[src/rtl/spi_req_arbiter.sv]
// Round-robin arbiter that lends one 8-bit SPI master to N_REQ requesters, one byte per grant,
// with a done-edge detector, a timeout watchdog and per-device chip-select routing.
module spi_req_arbiter #(
  parameter int N_REQ   = 4,
  parameter int TIMEOUT = 64
) (
  input  logic               clk,
  input  logic               reset_n,
  input  logic [N_REQ-1:0]   req,
  input  logic [8*N_REQ-1:0] wdata,
  output logic [N_REQ-1:0]   gnt,
  output logic [N_REQ-1:0]   ack,
  output logic [7:0]         rdata,
  output logic               err,
  output logic               busy,
  output logic               m_start,
  output logic [7:0]         m_data_in,
  input  logic [7:0]         m_data_out,
  input  logic               m_done,
  input  logic               m_cs,
  output logic [N_REQ-1:0]   dev_cs_n
);

  localparam int IW = $clog2(N_REQ);
  localparam int TW = $clog2(TIMEOUT + 1);

  typedef enum logic [1:0] {
    S_IDLE,
    S_ISSUE,
    S_WAIT,
    S_ACK
  } state_t;

  state_t            r_state;
  state_t            w_next;
  logic [N_REQ-1:0]  r_gnt;
  logic [IW-1:0]     r_sel;
  logic [IW-1:0]     r_last;
  logic [7:0]        r_dataIn;
  logic [7:0]        r_rdata;
  logic              r_err;
  logic [TW-1:0]     r_timer;
  logic              r_doneQ;
  logic [IW-1:0]     w_winner;
  logic              w_found;
  logic [N_REQ-1:0]  w_onehot;
  logic              w_doneRise;
  logic              w_timeout;

  // Search starts just past the last served requester so a held request queues behind the others.
  always_comb begin
    w_winner = '0;
    w_found  = 1'b0;
    for (int k = 1; k <= N_REQ; k++) begin
      if (!w_found && req[(int'(r_last) + k) % N_REQ]) begin
        w_found  = 1'b1;
        w_winner = IW'((int'(r_last) + k) % N_REQ);
      end
    end
  end

  assign w_onehot   = {{(N_REQ-1){1'b0}}, 1'b1} << w_winner;
  assign w_doneRise = m_done & ~r_doneQ;
  assign w_timeout  = (r_timer == TW'(TIMEOUT - 1));

  always_ff @(posedge clk or negedge reset_n) begin
    if (!reset_n) begin
      r_state <= S_IDLE;
    end else begin
      r_state <= w_next;
    end
  end

  always_comb begin
    w_next  = r_state;
    m_start = 1'b0;
    ack     = '0;
    case (r_state)
      S_IDLE: begin
        if (|req) begin
          w_next = S_ISSUE;
        end
      end
      S_ISSUE: begin
        m_start = 1'b1;
        w_next  = S_WAIT;
      end
      S_WAIT: begin
        if (w_doneRise || w_timeout) begin
          w_next = S_ACK;
        end
      end
      S_ACK: begin
        ack    = r_gnt;
        w_next = S_IDLE;
      end
      default: w_next = S_IDLE;
    endcase
  end

  // done_q is primed in ISSUE so a done level left over from before the transfer is not an edge.
  always_ff @(posedge clk or negedge reset_n) begin
    if (!reset_n) begin
      r_gnt    <= '0;
      r_sel    <= '0;
      r_last   <= IW'(N_REQ - 1);
      r_dataIn <= '0;
      r_rdata  <= '0;
      r_err    <= 1'b0;
      r_timer  <= '0;
      r_doneQ  <= 1'b0;
    end else begin
      case (r_state)
        S_IDLE: begin
          if (|req) begin
            r_sel    <= w_winner;
            r_gnt    <= w_onehot;
            r_dataIn <= wdata[8*w_winner +: 8];
          end
        end
        S_ISSUE: begin
          r_timer <= '0;
          r_doneQ <= m_done;
        end
        S_WAIT: begin
          r_doneQ <= m_done;
          if (w_doneRise) begin
            r_rdata <= m_data_out;
            r_err   <= 1'b0;
          end else if (w_timeout) begin
            r_err <= 1'b1;
          end else begin
            r_timer <= r_timer + TW'(1);
          end
        end
        S_ACK: begin
          r_last <= r_sel;
          r_gnt  <= '0;
        end
        default: ;
      endcase
    end
  end

  assign gnt       = r_gnt;
  assign rdata     = r_rdata;
  assign err       = r_err;
  assign busy      = (r_state != S_IDLE);
  assign m_data_in = r_dataIn;
  assign dev_cs_n  = {N_REQ{m_cs}} | ~r_gnt;

endmodule

[config.mk]
export PLATFORM = sky130hd
export DESIGN_NAME = spi_req_arbiter
export DESIGN_NICKNAME = d
export VERILOG_FILES = /design/src/rtl/spi_req_arbiter.sv
export SDC_FILE = /design/constraint.sdc
export NUM_CORES = 1
export LEC_CHECK = 0
export CORE_ASPECT_RATIO = 1.1
export CORE_UTILIZATION = 43
export CTS_CLUSTER_SIZE = 40
export DETAILED_ROUTE_END_ITERATION = 10
export GPL_TIMING_DRIVEN = 0
export PLACE_DENSITY_LB_ADDON = 0.05
export SLEW_MARGIN = 25
export SYNTH_ARGS = -nofsm -noshare
export SYNTH_HDL_FRONTEND = slang
export SYNTH_SLANG_ARGS = --single-unit
[constraint.sdc]
create_clock -name clk -period 2.4 [get_ports clk]
set_clock_uncertainty 0.05 [all_clocks]
set_input_delay 0.48 -clock clk [delete_from_list [all_inputs] [get_ports clk]]
set_output_delay 0.48 -clock clk [all_outputs]
set_load 0.02 [all_outputs]
**After elaboration in Yosys (flattened, before gate mapping)**

Cells that the tools add are included.
Widths: inputs -> output; s select.

- Bits in registers: 35
- Input bits: 48
- Word-level logic and storage cells: 91

- $add $sub $neg: 5
- Magnitude comparators: 4
- Equality and inequality tests: 8
- Shifts and indexed selects: 2
- Muxes and demuxes: 31
- Bitwise operators: 8
- Reduce and logical (&&, ||, !) cells: 24

Operators with widths:

| kind | number |
|---|---|
| $shiftx 32x6->8 | 1 |
| $lt 3x4->1 const B | 4 |
| $mux 1 | 14 |
| $mux 7 | 2 |
| $pmux 7 s2 | 1 |
| $mux 2 | 6 |
| $reduce_and 2->1 | 5 |
| $reduce_or 2->1 | 5 |
| $bmux 1 s2 | 4 |
| $mux 4 | 2 |
| $ne 2x2->1 const B | 4 |
| $pmux 2 s4 | 1 |
| $pmux 4 s2 | 1 |
| $reduce_bool 2->1 | 4 |
| $add 7x1->7 const B | 1 |
| $eq 7x6->1 const B | 1 |
| $add 2x1->2 const B | 2 |
| $add 2x2->2 const B | 2 |
| $and 1x1->1 const A | 4 |
| $eq 2x2->1 const B | 2 |
| $not 4->4 | 1 |
| $or 4x4->4 | 1 |
| $reduce_or 4->1 | 1 |
| $shl 1x2->4 const A | 1 |
| 8 further kinds | 12 |

**Logic depth before layout (Yosys ltp)**

Gate-level depths: netlist of the first run.

- Word-level depth: 19
- Mapped depth: 8
- Mapped depth without buffers: 7

**Worst setup path before layout of the first run**

Ideal clock, no wire load.

- Kind: register to register
- Start point: reg r_state[0]
- End point: reg r_state[0]
- Setup time: 121 ps
- Data arrival time: 1572 ps
- Data required time: 2229 ps
- Setup slack: 657 ps
- Cell stages (with the launch flop): 8
- Cells stage by stage: dfrtp_1 inv_1 ha_1 clkbuf_2 inv_1 nor4b_2 nor2_1 o22a_1

- Longest elaborated chain between the ends: 3
- Elaborated cells on any way between the ends: 8

RTL lines:

| what | RTL line | text |
|---|---|---|
| from (decl) | 34 | `state_t r_state;` |
| from (signal assigned) | 70 | `r_state <= w_next;` |
| $eq 2x2->1 or $logic_not 2->1 (tied branches) | 78 | `case (r_state)` |
| $ne 2x2->1 (no line) | - |  |
| $reduce_and 2->1 (no line) | - |  |

Several ways; a longest one is shown, not always the timed one.
A chain may end at the register's enable or synchronous reset.

**Final worst setup path of the first run**

- Start point: reg r_state[0]
- End point: out ack[3]

- Longest elaborated chain between the ends: 2

RTL lines:

| what | RTL line | text |
|---|---|---|
| $eq 2x2->1 | 78 |  |
| $mux 4 | 78 |  |
| to (decl) | 12 | `output logic [N_REQ-1:0] ack,` |

No other way between the ends.

==> flow_metrics.env, run 1 <==
export IMPL_wl_per_cell_um=12.8
export IMPL_die_area_um2=4720
export IMPL_track_usage_pct=20.3
export IMPL_ff2ff_path_depth=7
export IMPL_detail_route_antenna_nets=0
export IMPL_cp_slowest_cell="clkdlybuf4s50_1"
export IMPL_maxCapViolations=0
export IMPL_grt_max_degree=20
export IMPL_setup_violations=0
export IMPL_critPathLaunchType="register"
export IMPL_synth_area_um2=1910
export IMPL_clock_sinks=35
export IMPL_maxSlewViolCount=0
export IMPL_syn_area_per_cell_um2=10.6
export IMPL_async_reset_ff_share_pct=100
export IMPL_antenna_cells=0
export IMPL_cts_tree="done"
export IMPL_r2r_setup_slack_ns=0.45
export IMPL_yosysWarnings=0
export IMPL_cts_root_buf="clkbuf_8"
export IMPL_numCtsBuffers=5
export IMPL_cp_max_fo=10
export IMPL_ys_ff_latch=35
export IMPL_pre_cts_ws_ns=0.0691
export IMPL_grt_pass1_vias=1675
export IMPL_fp_dieW_um=65.6
export IMPL_rr_endpoint="r_state[0]$_DFFE_PN0P_"
export IMPL_synth_cells=180
export IMPL_finalNonFillerCells=320
export IMPL_fin_ws_ns=0.124
export IMPL_initial_utilization_pct=44.6
export IMPL_powerDensity_nw_per_um2=1120
export IMPL_period_share_pct=94.8
export IMPL_ctsHtreeMaxLevel=2
export IMPL_insertion_delay_ns=0.29
export IMPL_drtPass1Iterations=4
export IMPL_ys_types=45
export IMPL_wl_met3_um=322
export IMPL_grt_overflow_total=0
export IMPL_cp_buffers_inverters=1
export IMPL_layout_drive_gt1_share_pct=11.7
export IMPL_grt_pass1_wl_um=7200
export IMPL_dr_wl_met2_um=1870
export IMPL_area_growth_pct=49.6
export IMPL_cp_startpoint="r_state[0]$_DFFE_PN0P_"
export IMPL_cp_depth=3
export IMPL_worst_pin_slew_ns=0.603
export IMPL_io_pins=79
export IMPL_r2r_start="r_state[0]$_DFFE_PN0P_"
export IMPL_drt_iter0_drc=98
export IMPL_core_area_um2=4290
export IMPL_max_stage_delay_ns=0.59
export IMPL_min_path_type="input port to async pin"
export IMPL_status="complete, no violations"
export IMPL_die_h_um=72.0
export IMPL_io_buffers=78
export IMPL_path_cells="ha_2 -> and2_1 -> clkdlybuf4s50_1"
export IMPL_num_vias=1643
export IMPL_cp_top_family="buffers and inverters"
export IMPL_vias_per_cell=5.13
export IMPL_peakVddDrop_mv=0.697
export IMPL_syn_num_nets=233
export IMPL_leakage_nw=1.20
export IMPL_setup_tns_ns=0
export IMPL_relSlewSlack_pct=59.1
export IMPL_nFillCells=356
export IMPL_rows=25
export IMPL_cp_end_kind="primary output"
export IMPL_cts_clk_slew_worst_paths_ns=0.07
export IMPL_routabilityCongestion=0.743
export IMPL_seq_area_frac_synth_pct=45.9
export IMPL_fmax_mhz=439
export IMPL_synth_top_flop_cell="dfrtp_1"
export IMPL_antenna_found_initial=0
export IMPL_postLayoutCoreUtil_pct=66.8
export IMPL_cp_data_arrival_time_ns=1.75
export IMPL_layout_nets=318
export IMPL_synth_edf_count=0
export IMPL_top_layer="met4"
export IMPL_design_power_total_mw=3.20
export IMPL_wirelength_um=4080
export IMPL_dp_cells=313
export IMPL_crit_type="register to primary output"
export IMPL_hold_viol_final=0
export IMPL_period_needed_ns=2.28
export IMPL_endpoint="ack[3]"
export IMPL_clk_path_buf_depth=2
export IMPL_remaining_drc_errors=0
export IMPL_post_dp_hpwl_um=3170
export IMPL_cp_required_ns=1.87
export IMPL_wl_met1_um=1820
export IMPL_rsz0062_at_grt="no"
metrics by stage:
stage,hold WS (ns),area [µm²]
floorplan,0.134,1910
global placement,0.405,2760
detailed placement,0.392,2780
CTS,0.0706,2860
global route,0.0995,2860
finish,0.0673,2860
cell usage in the layout (no fill, tap or decap), types with 2 or more instances in the layout:
cell             instances
a31oi_1                  2
and2_1                   4
buf_2                    2
clkbuf_1                 5
clkbuf_8                 5
clkdlybuf4s50_1         76
dfrtp_1                 33
dfstp_2                  2
ha_1                     4
inv_1                    4
mux2_2                  11
mux2i_1                 17
nand2_1                 24
nand2b_1                 9
nand3_1                  5
nor2_1                   6
nor2b_1                  2
o211ai_1                 5
o21ai_0                 10
o22a_1                   2
o31a_1                   3
or3_1                    6
power by group:
group | internal, mW | leakage (nW) | switching (mW) | total (mW)
registers | 0.854 | 0.438 | 0.173 | 1.03
clock network | 0.203 | 0.0422 | 0.207 | 0.410
logic | 0.884 | 0.721 | 0.880 | 1.76
total | 1.94 | 1.20 | 1.26 | 3.20
cell usage after synthesis (2+ instances only):
master / instances / area share, %
dfrtp_1: 33 / 43
nand2_1: 24 / 4.7
mux2i_1: 17 / 8.9
mux2_2: 11 / 6.5
o21ai_0: 10 / 2.6
nand2b_1: 9 / 2.9
nor2_1: 6 / 1.2
or3_1: 6 / 2.0
ha_1: 5 / 3.3
nand3_1: 5 / 1.3
o211ai_1: 5 / 2.0
and2_1: 4 / 1.3
clkbuf_1: 4 / 0.78
inv_1: 4 / 0.78
o31a_1: 3 / 1.4
a31oi_1: 2 / 0.65
dfstp_2: 2 / 2.7
nor2b_1: 2 / 0.65
o22a_1: 2 / 0.92
worst reg2reg max path, cell delays in order (launching register included):
cell and delay, ns:
dfrtp_1 0.43, inv_1 0.10, ha_1 0.14, clkbuf_2 0.19, inv_1 0.11, nor4b_2 0.46
nor2_1 0.14, o22a_1 0.21
logic make-up after synthesis:
| family | share of synthesized area, % |
|---|---|
| simple gates | 17.2 |
| fa+ha+maj | 3.27 |
| mux | 15.4 |
| flops | 45.9 |
| xor+xnor | 0.916 |
| compound gates | 13.6 |
| buf+inv | 3.73 |
routing by layer:
metal / global-route usage, % / vias to the layer above
met5: 0 / -
met1: 25.0 / 765
li1: - / 815
met4: 10.1 / 0
met2: 30.8 / 57
met3: 8.18 / 6
worst min-delay path by stage:
stage / start / endpoint / cells after the start
global placement: r_sel[0]$_DFFE_PN0P_ / r_sel[0]$_DFFE_PN0P_ / 2
CTS: reset_n / r_timer[5]$_DFFE_PN0P_ / 1
finish: reset_n / r_timer[5]$_DFFE_PN0P_ / 1
detailed placement: reset_n / r_timer[5]$_DFFE_PN0P_ / 1
floorplan: reset_n / err$_DFFE_PN0P_ / 0
global route: reset_n / r_timer[2]$_DFFE_PN0P_ / 1
timing repair:
action                                  4_1_cts  5_1_grt
buffers inserted                              0        0
hold buffers                                  0        0
endpoints found under the setup margin        5        4
gates cloned                                  0        0
resized for setup                             1        1
layout make-up:
| class | instances | area [µm²] | area share, % |
|---|---|---|---|
| multi-input combinational | 133 | 966 | 33.7 |
| sequential | 35 | 878 | 30.7 |
| clock buffer | 7 | 76.3 | 2.67 |
| timing repair buffer | 79 | 802 | 28.0 |
| inverter | 4 | 15.0 | 0.524 |
| tap | 54 | 67.6 | 2.36 |
| buffer | 7 | 52.6 | 1.84 |
| clock inverter | 1 | 5.00 | 0.175 |
registers in the layout, indices dropped and copies added, names as in the netlist:
register   cells
gnt            4
r_timer        7
err            1
r_state        2
rdata          8
r_doneQ        1
m_data_in      8
r_sel          2
r_last         2
Note: power is estimated with default switching activity, not from simulation.
==> inputs of run 2 (changes only) <==
--- a/config.mk
+++ b/config.mk
@@ -11,7 +11,7 @@
 export DETAILED_ROUTE_END_ITERATION = 10
 export GPL_TIMING_DRIVEN = 0
 export PLACE_DENSITY_LB_ADDON = 0.05
-export SLEW_MARGIN = 25
+export SLEW_MARGIN = 10
 export SYNTH_ARGS = -nofsm -noshare
 export SYNTH_HDL_FRONTEND = slang
 export SYNTH_SLANG_ARGS = --single-unit
==> run 2 against run 1 <==
Compared with the run above: utilization grew 0.55 points; combinational power about the same; clock power grew 53%; worst setup slack got worse by 0.017 ns; register-to-register slack about the same; final cell count is 0.31% lower; non-clock buffer count fell by 1; critical path type unchanged; largest cell class unchanged; largest power group unchanged.
==> flow_metrics.env, run 2 (same netlist as run 1, synthesis figures left out) <==
export IMPL_cp_data_arrival_time_ns=1.76
export IMPL_setup_tns_ns=0
export IMPL_routabilityCongestion=0.743
export IMPL_min_path_type="input port to async pin"
export IMPL_remaining_drc_errors=0
export IMPL_die_h_um=72.0
export IMPL_final_cell_mix="76 x clkdlybuf4s50_1, 33 x dfrtp_1, 24 x nand2_1"
export IMPL_io_buffers=78
export IMPL_die_area_um2=4720
export IMPL_cp_required_ns=1.87
export IMPL_cp_end_kind="primary output"
export IMPL_io_pins=79
export IMPL_vias_per_cell=5.15
export IMPL_num_vias=1644
export IMPL_drt_iter0_drc=74
export IMPL_numCtsBuffers=5
export IMPL_ctsHtreeMaxLevel=2
export IMPL_design_power_total_mw=3.43
export IMPL_maxCapViolations=0
export IMPL_mostFrequentLayoutCell="clkdlybuf4s50_1"
export IMPL_antenna_cells=0
export IMPL_leakage_nw=1.21
export IMPL_r2r_setup_slack_ns=0.45
export IMPL_antenna_found_initial=0
export IMPL_post_dp_hpwl_um=3150
export IMPL_grt_pass1_wl_um=7210
export IMPL_period_needed_ns=2.29
export IMPL_detail_route_antenna_nets=0
export IMPL_place_area_um2=2760
export IMPL_cts_root_buf="clkbuf_8"
export IMPL_hold_viol_final=0
export IMPL_track_usage_pct=20.1
export IMPL_finalNonFillerCells=319
export IMPL_insertion_delay_ns=0.29
export IMPL_area_growth_pct=50.9
export IMPL_layout_drive_gt1_share_pct=11.7
export IMPL_maxSlewViolCount=0
export IMPL_wl_per_cell_um=13.2
export IMPL_grt_pass1_vias=1607
export IMPL_worst_pin_slew_ns=0.773
export IMPL_clk_path_buf_depth=2
export IMPL_period_share_pct=95.5
export IMPL_cts_tree="done"
export IMPL_critPathLaunchType="register"
export IMPL_powerDensity_nw_per_um2=1190
export IMPL_drtPass1Iterations=4
export IMPL_r2r_start="r_state[0]$_DFFE_PN0P_"
export IMPL_postLayoutCoreUtil_pct=67.4
export IMPL_grt_max_degree=36
export IMPL_clock_sinks=35
export IMPL_layout_nets=317
export IMPL_relSlewSlack_pct=48.5
export IMPL_cp_max_fo=10
export IMPL_wirelength_um=4230
export IMPL_rows=25
export IMPL_crit_type="register to primary output"
export IMPL_dp_cells=312
export IMPL_core_area_um2=4290
export IMPL_status="complete, no violations"
export IMPL_cts_clk_slew_worst_paths_ns=0.07
export IMPL_cp_startpoint="r_state[0]$_DFFE_PN0P_"
export IMPL_initial_utilization_pct=44.6
export IMPL_peakVddDrop_mv=0.687
export IMPL_rsz0062_at_grt="no"
export IMPL_setup_violations=0
export IMPL_final_area_um2=2890
export IMPL_fp_dieW_um=65.6
export IMPL_fmax_mhz=436
export IMPL_grt_overflow_total=0
==> run 2: cell types whose count changed in the layout (fill, tap and decap cells not counted) <==
cell,delta
clkinv_2,-1
buf_16,-1
clkbuf_1,-1
bufinv_16,+2
==> run 2: worst paths after layout <==
path / cells after the start / to
worst max-delay path: 3 / ack[0]
worst min-delay path: 1 / r_timer[3]$_DFFE_PN0P_
worst max register to register: 7 / r_state[0]$_DFFE_PN0P_
worst min register to register: 2 / r_sel[0]$_DFFE_PN0P_
max in group asynchronous: 1 / m_data_in[3]$_DFFE_PN0P_
min in group clk: 2 / r_sel[0]$_DFFE_PN0P_
==> run 2: report_power, final <==
| part | internal, mW | leakage (nW) | switching, mW | total, mW |
|---|---|---|---|---|
| clock | 0.415 | 0.0654 | 0.214 | 0.629 |
| sequential | 0.854 | 0.438 | 0.179 | 1.03 |
| combinational | 0.879 | 0.709 | 0.890 | 1.77 |
==> run 2: layout make-up <==
| cell class | instances | area [µm²] |
|---|---|---|
| Buffer | 7 | 52.6 |
| Clock buffer | 6 | 72.6 |
| Clock inverter | 2 | 60.1 |
| Fill cell | 353 | 1400 |
| Inverter | 4 | 15.0 |
| Multi-Input combinational cell | 133 | 966 |
| Sequential cell | 35 | 878 |
| Tap cell | 54 | 67.6 |
| Timing Repair Buffer | 78 | 774 |
==> run 2: metal layers <==
metal  track usage (%)  vias to the layer above  routed length, µm
li1                  -                      811                  -
met1              26.4                      763               1860
met2              30.7                       63               1980
met3              6.29                        7                319
met4              8.21                        0                 63
met5                 0                        -                  0
==> run 2: timing repair <==
| item | in CTS | in global routing |
|---|---|---|
| pin swaps | 0 | 0 |
| setup buffers | 0 | 0 |
| setup endpoints to repair | 5 | 4 |
| hold buffers | 0 | 0 |
| resized for setup | 1 | 1 |
==> run 2: critical path, stage by stage (launching register included) <==
cell and delay (ns):
dfrtp_1 0.43, ha_2 0.30, and2_1 0.15, clkdlybuf4s50_1 0.60
==> run 2: metrics by stage <==
| step | setup WS, ns | hold WS (ns) |
|---|---|---|
| after floorplan | 0.657 | 0.134 |
| after global placement | 0.0412 | 0.405 |
| after detailed placement | 0.0765 | 0.411 |
| after CTS | 0.00643 | 0.230 |
| after global routing | 0.00775 | 0.278 |
| final | 0.108 | 0.210 |
==> inputs of run 3 (changes only) <==
--- a/config.mk
+++ b/config.mk
@@ -11,6 +11,7 @@
 export DETAILED_ROUTE_END_ITERATION = 10
 export GPL_TIMING_DRIVEN = 0
 export PLACE_DENSITY_LB_ADDON = 0.05
+export SETUP_SLACK_MARGIN = 0.2
 export SLEW_MARGIN = 10
 export SYNTH_ARGS = -nofsm -noshare
 export SYNTH_HDL_FRONTEND = slang
==> constraint.sdc (replaced) <==
create_clock -name clk -period 2.4 [get_ports clk]
set_clock_uncertainty 0.05 [all_clocks]
set_input_delay 0.48 -clock clk [delete_from_list [all_inputs] [get_ports clk]]
set_output_delay 0.48 -clock clk [all_outputs]
set_load 0.1 [all_outputs]
==> run 3 against run 2 <==
Compared with the run above: global-route usage fell by 0.22 points; sequential share of layout area rose by 0.46 points; via count fell by 1.0%; count of clock-buffer cells in the layout did not move; non-clock buffer count rose by 1; final cell count did not move; register-to-register slack barely moved; first-iteration DRC count fell by 6.8%; die area did not move; utilization fell by 0.99 points; sequential cell count did not move; wire length barely moved.
==> flow_metrics.env, run 3 (same netlist as run 1, synthesis figures left out) <==
export IMPL_cp_required_ns=1.87
export IMPL_core_area_um2=4290
export IMPL_maxCapViolations=0
export IMPL_die_h_um=72.0
export IMPL_rows=25
export IMPL_path_cells="clkdlybuf4s50_1 -> nand2b_2 -> clkdlybuf4s15_2"
export IMPL_antenna_found_initial=0
export IMPL_critPathLaunchType="input port"
export IMPL_io_pins=79
export IMPL_cp_end_kind="primary output"
export IMPL_detail_route_antenna_nets=0
export IMPL_period_needed_ns=2.16
export IMPL_r2r_setup_slack_ns=0.44
export IMPL_mostFrequentLayoutCell="clkdlybuf4s50_1"
export IMPL_cp_top_family="buffers and inverters"
export IMPL_cp_slowest_cell="clkdlybuf4s15_2"
export IMPL_regArea_um2=878
export IMPL_routabilityCongestion=0.744
export IMPL_post_dp_hpwl_um=3080
export IMPL_maxSlewViolCount=0
export IMPL_initial_utilization_pct=44.6
export IMPL_cts_root_buf="clkbuf_8"
export IMPL_antenna_cells=0
export IMPL_io_buffers=78
export IMPL_area_growth_pct=48.7
export IMPL_track_usage_pct=19.9
export IMPL_cp_data_arrival_time_ns=1.63
export IMPL_r2r_start="r_state[0]$_DFFE_PN0P_"
export IMPL_grt_pass1_vias=1533
export IMPL_hold_viol_final=0
export IMPL_endpoint="dev_cs_n[0]"
export IMPL_drt_iter0_drc=69
export IMPL_finalNonFillerCells=319
export IMPL_dp_cells=312
export IMPL_fp_dieW_um=65.6
export IMPL_max_stage_delay_ns=0.54
export IMPL_nFillCells=347
export IMPL_grt_max_degree=36
export IMPL_final_cell_mix="46 x clkdlybuf4s50_1, 33 x dfrtp_1, 24 x nand2_1"
export IMPL_clk_path_buf_depth=2
export IMPL_multiInputGateArea_um2=978
export IMPL_vias_per_cell=5.10
export IMPL_cp_depth=3
export IMPL_post_cts_buffers=0
export IMPL_remaining_drc_errors=0
export IMPL_wl_per_cell_um=13.2
export IMPL_layout_nets=318
export IMPL_min_path_type="input port to async pin"
export IMPL_grt_pass1_wl_um=7040
export IMPL_ff2ff_path_depth=7
export IMPL_cp_startpoint="m_cs"
export IMPL_worst_pin_slew_ns=0.982
export IMPL_crit_type="input port to primary output"
export IMPL_drtPass1Iterations=4
export IMPL_relSlewSlack_pct=34.8
export IMPL_rsz0062_at_grt="no"
export IMPL_period_share_pct=90.0
export IMPL_grt_overflow_total=0
export IMPL_cp_buffers_inverters=2
export IMPL_layout_drive_gt1_share_pct=18.5
export IMPL_status="complete, no violations"
export IMPL_numCtsBuffers=5
export IMPL_cts_tree="done"
export IMPL_rr_endpoint="r_state[0]$_DFFE_PN0P_"
export IMPL_num_vias=1627
export IMPL_wirelength_um=4220
export IMPL_die_area_um2=4720
export IMPL_setup_violations=0
export IMPL_clock_sinks=35
export IMPL_ctsHtreeMaxLevel=2
export IMPL_fmax_mhz=463
export IMPL_insertion_delay_ns=0.29
export IMPL_cp_max_fo=4
export IMPL_cts_clk_slew_worst_paths_ns=0.07
==> run 3: repair_timing <==
action | in CTS | in global routing
hold buffers | 0 | 0
setup endpoints to repair | 31 | 8
endpoints found under the hold margin | 0 | 0
gates resized for setup | 64 | 9
==> run 3: per-stage QoR <==
stage	hold WS [ns]	utilization, %	setup slack [ns]	setup TNS, ns	cell area (µm²)
2_1_floorplan	0.134	-	0.269	0	1930
3_3_place_gp	0.406	64.8	-0.356	-3.00	2780
3_5_place_dp	0.413	64.7	-0.355	-3.00	2770
4_1_cts	0.244	66.2	0.201	0	2840
5_1_grt	0.279	66.4	0.200	0	2840
6_report	0.215	66.4	0.241	0	2840
==> run 3: per-layer routing <==
metal,vias to the layer above,GRT usage [%],part of all wire [%]
li1,811,-,-
met4,0,8.21,1.4
met2,61,29.4,47
met3,5,7.23,6.8
met5,-,0,0
met1,750,26.2,45
==> run 3: cell type report <==
cell class	count	area share (%)
plain buffers	8	2.07
clock buffers	6	2.55
clock inverters	1	1.06
inverters	4	0.528
multi-input cells	133	34.4
flip-flops and latches	35	30.9
well taps	54	2.38
repair buffers	78	26.1
==> run 3: worst register-to-register path, stage by stage, from the launching register on <==
cell	delay (ns)
dfrtp_1	0.42
inv_1	0.10
ha_1	0.14
clkbuf_2	0.20
inv_1	0.13
nor4b_2	0.47
nor2_1	0.14
o22a_1	0.21
==> run 3: how the worst min path moves through the flow <==
stage | startpoint | endpoint | slack (ns) | cells past startpoint
2_1_floorplan | reset_n | err$_DFFE_PN0P_ | 0.13 | 0
3_3_place_gp | r_sel[0]$_DFFE_PN0P_ | r_sel[0]$_DFFE_PN0P_ | 0.41 | 2
3_5_place_dp | r_sel[0]$_DFFE_PN0P_ | r_sel[0]$_DFFE_PN0P_ | 0.41 | 2
4_1_cts | reset_n | r_timer[3]$_DFFE_PN0P_ | 0.24 | 1
5_1_grt | reset_n | r_timer[3]$_DFFE_PN0P_ | 0.28 | 1
6_report | reset_n | r_timer[5]$_DFFE_PN0P_ | 0.21 | 1
Power of run 3 is not shown: default switching activity piles up to over one toggle a cycle in this logic, so the estimate is an artifact.
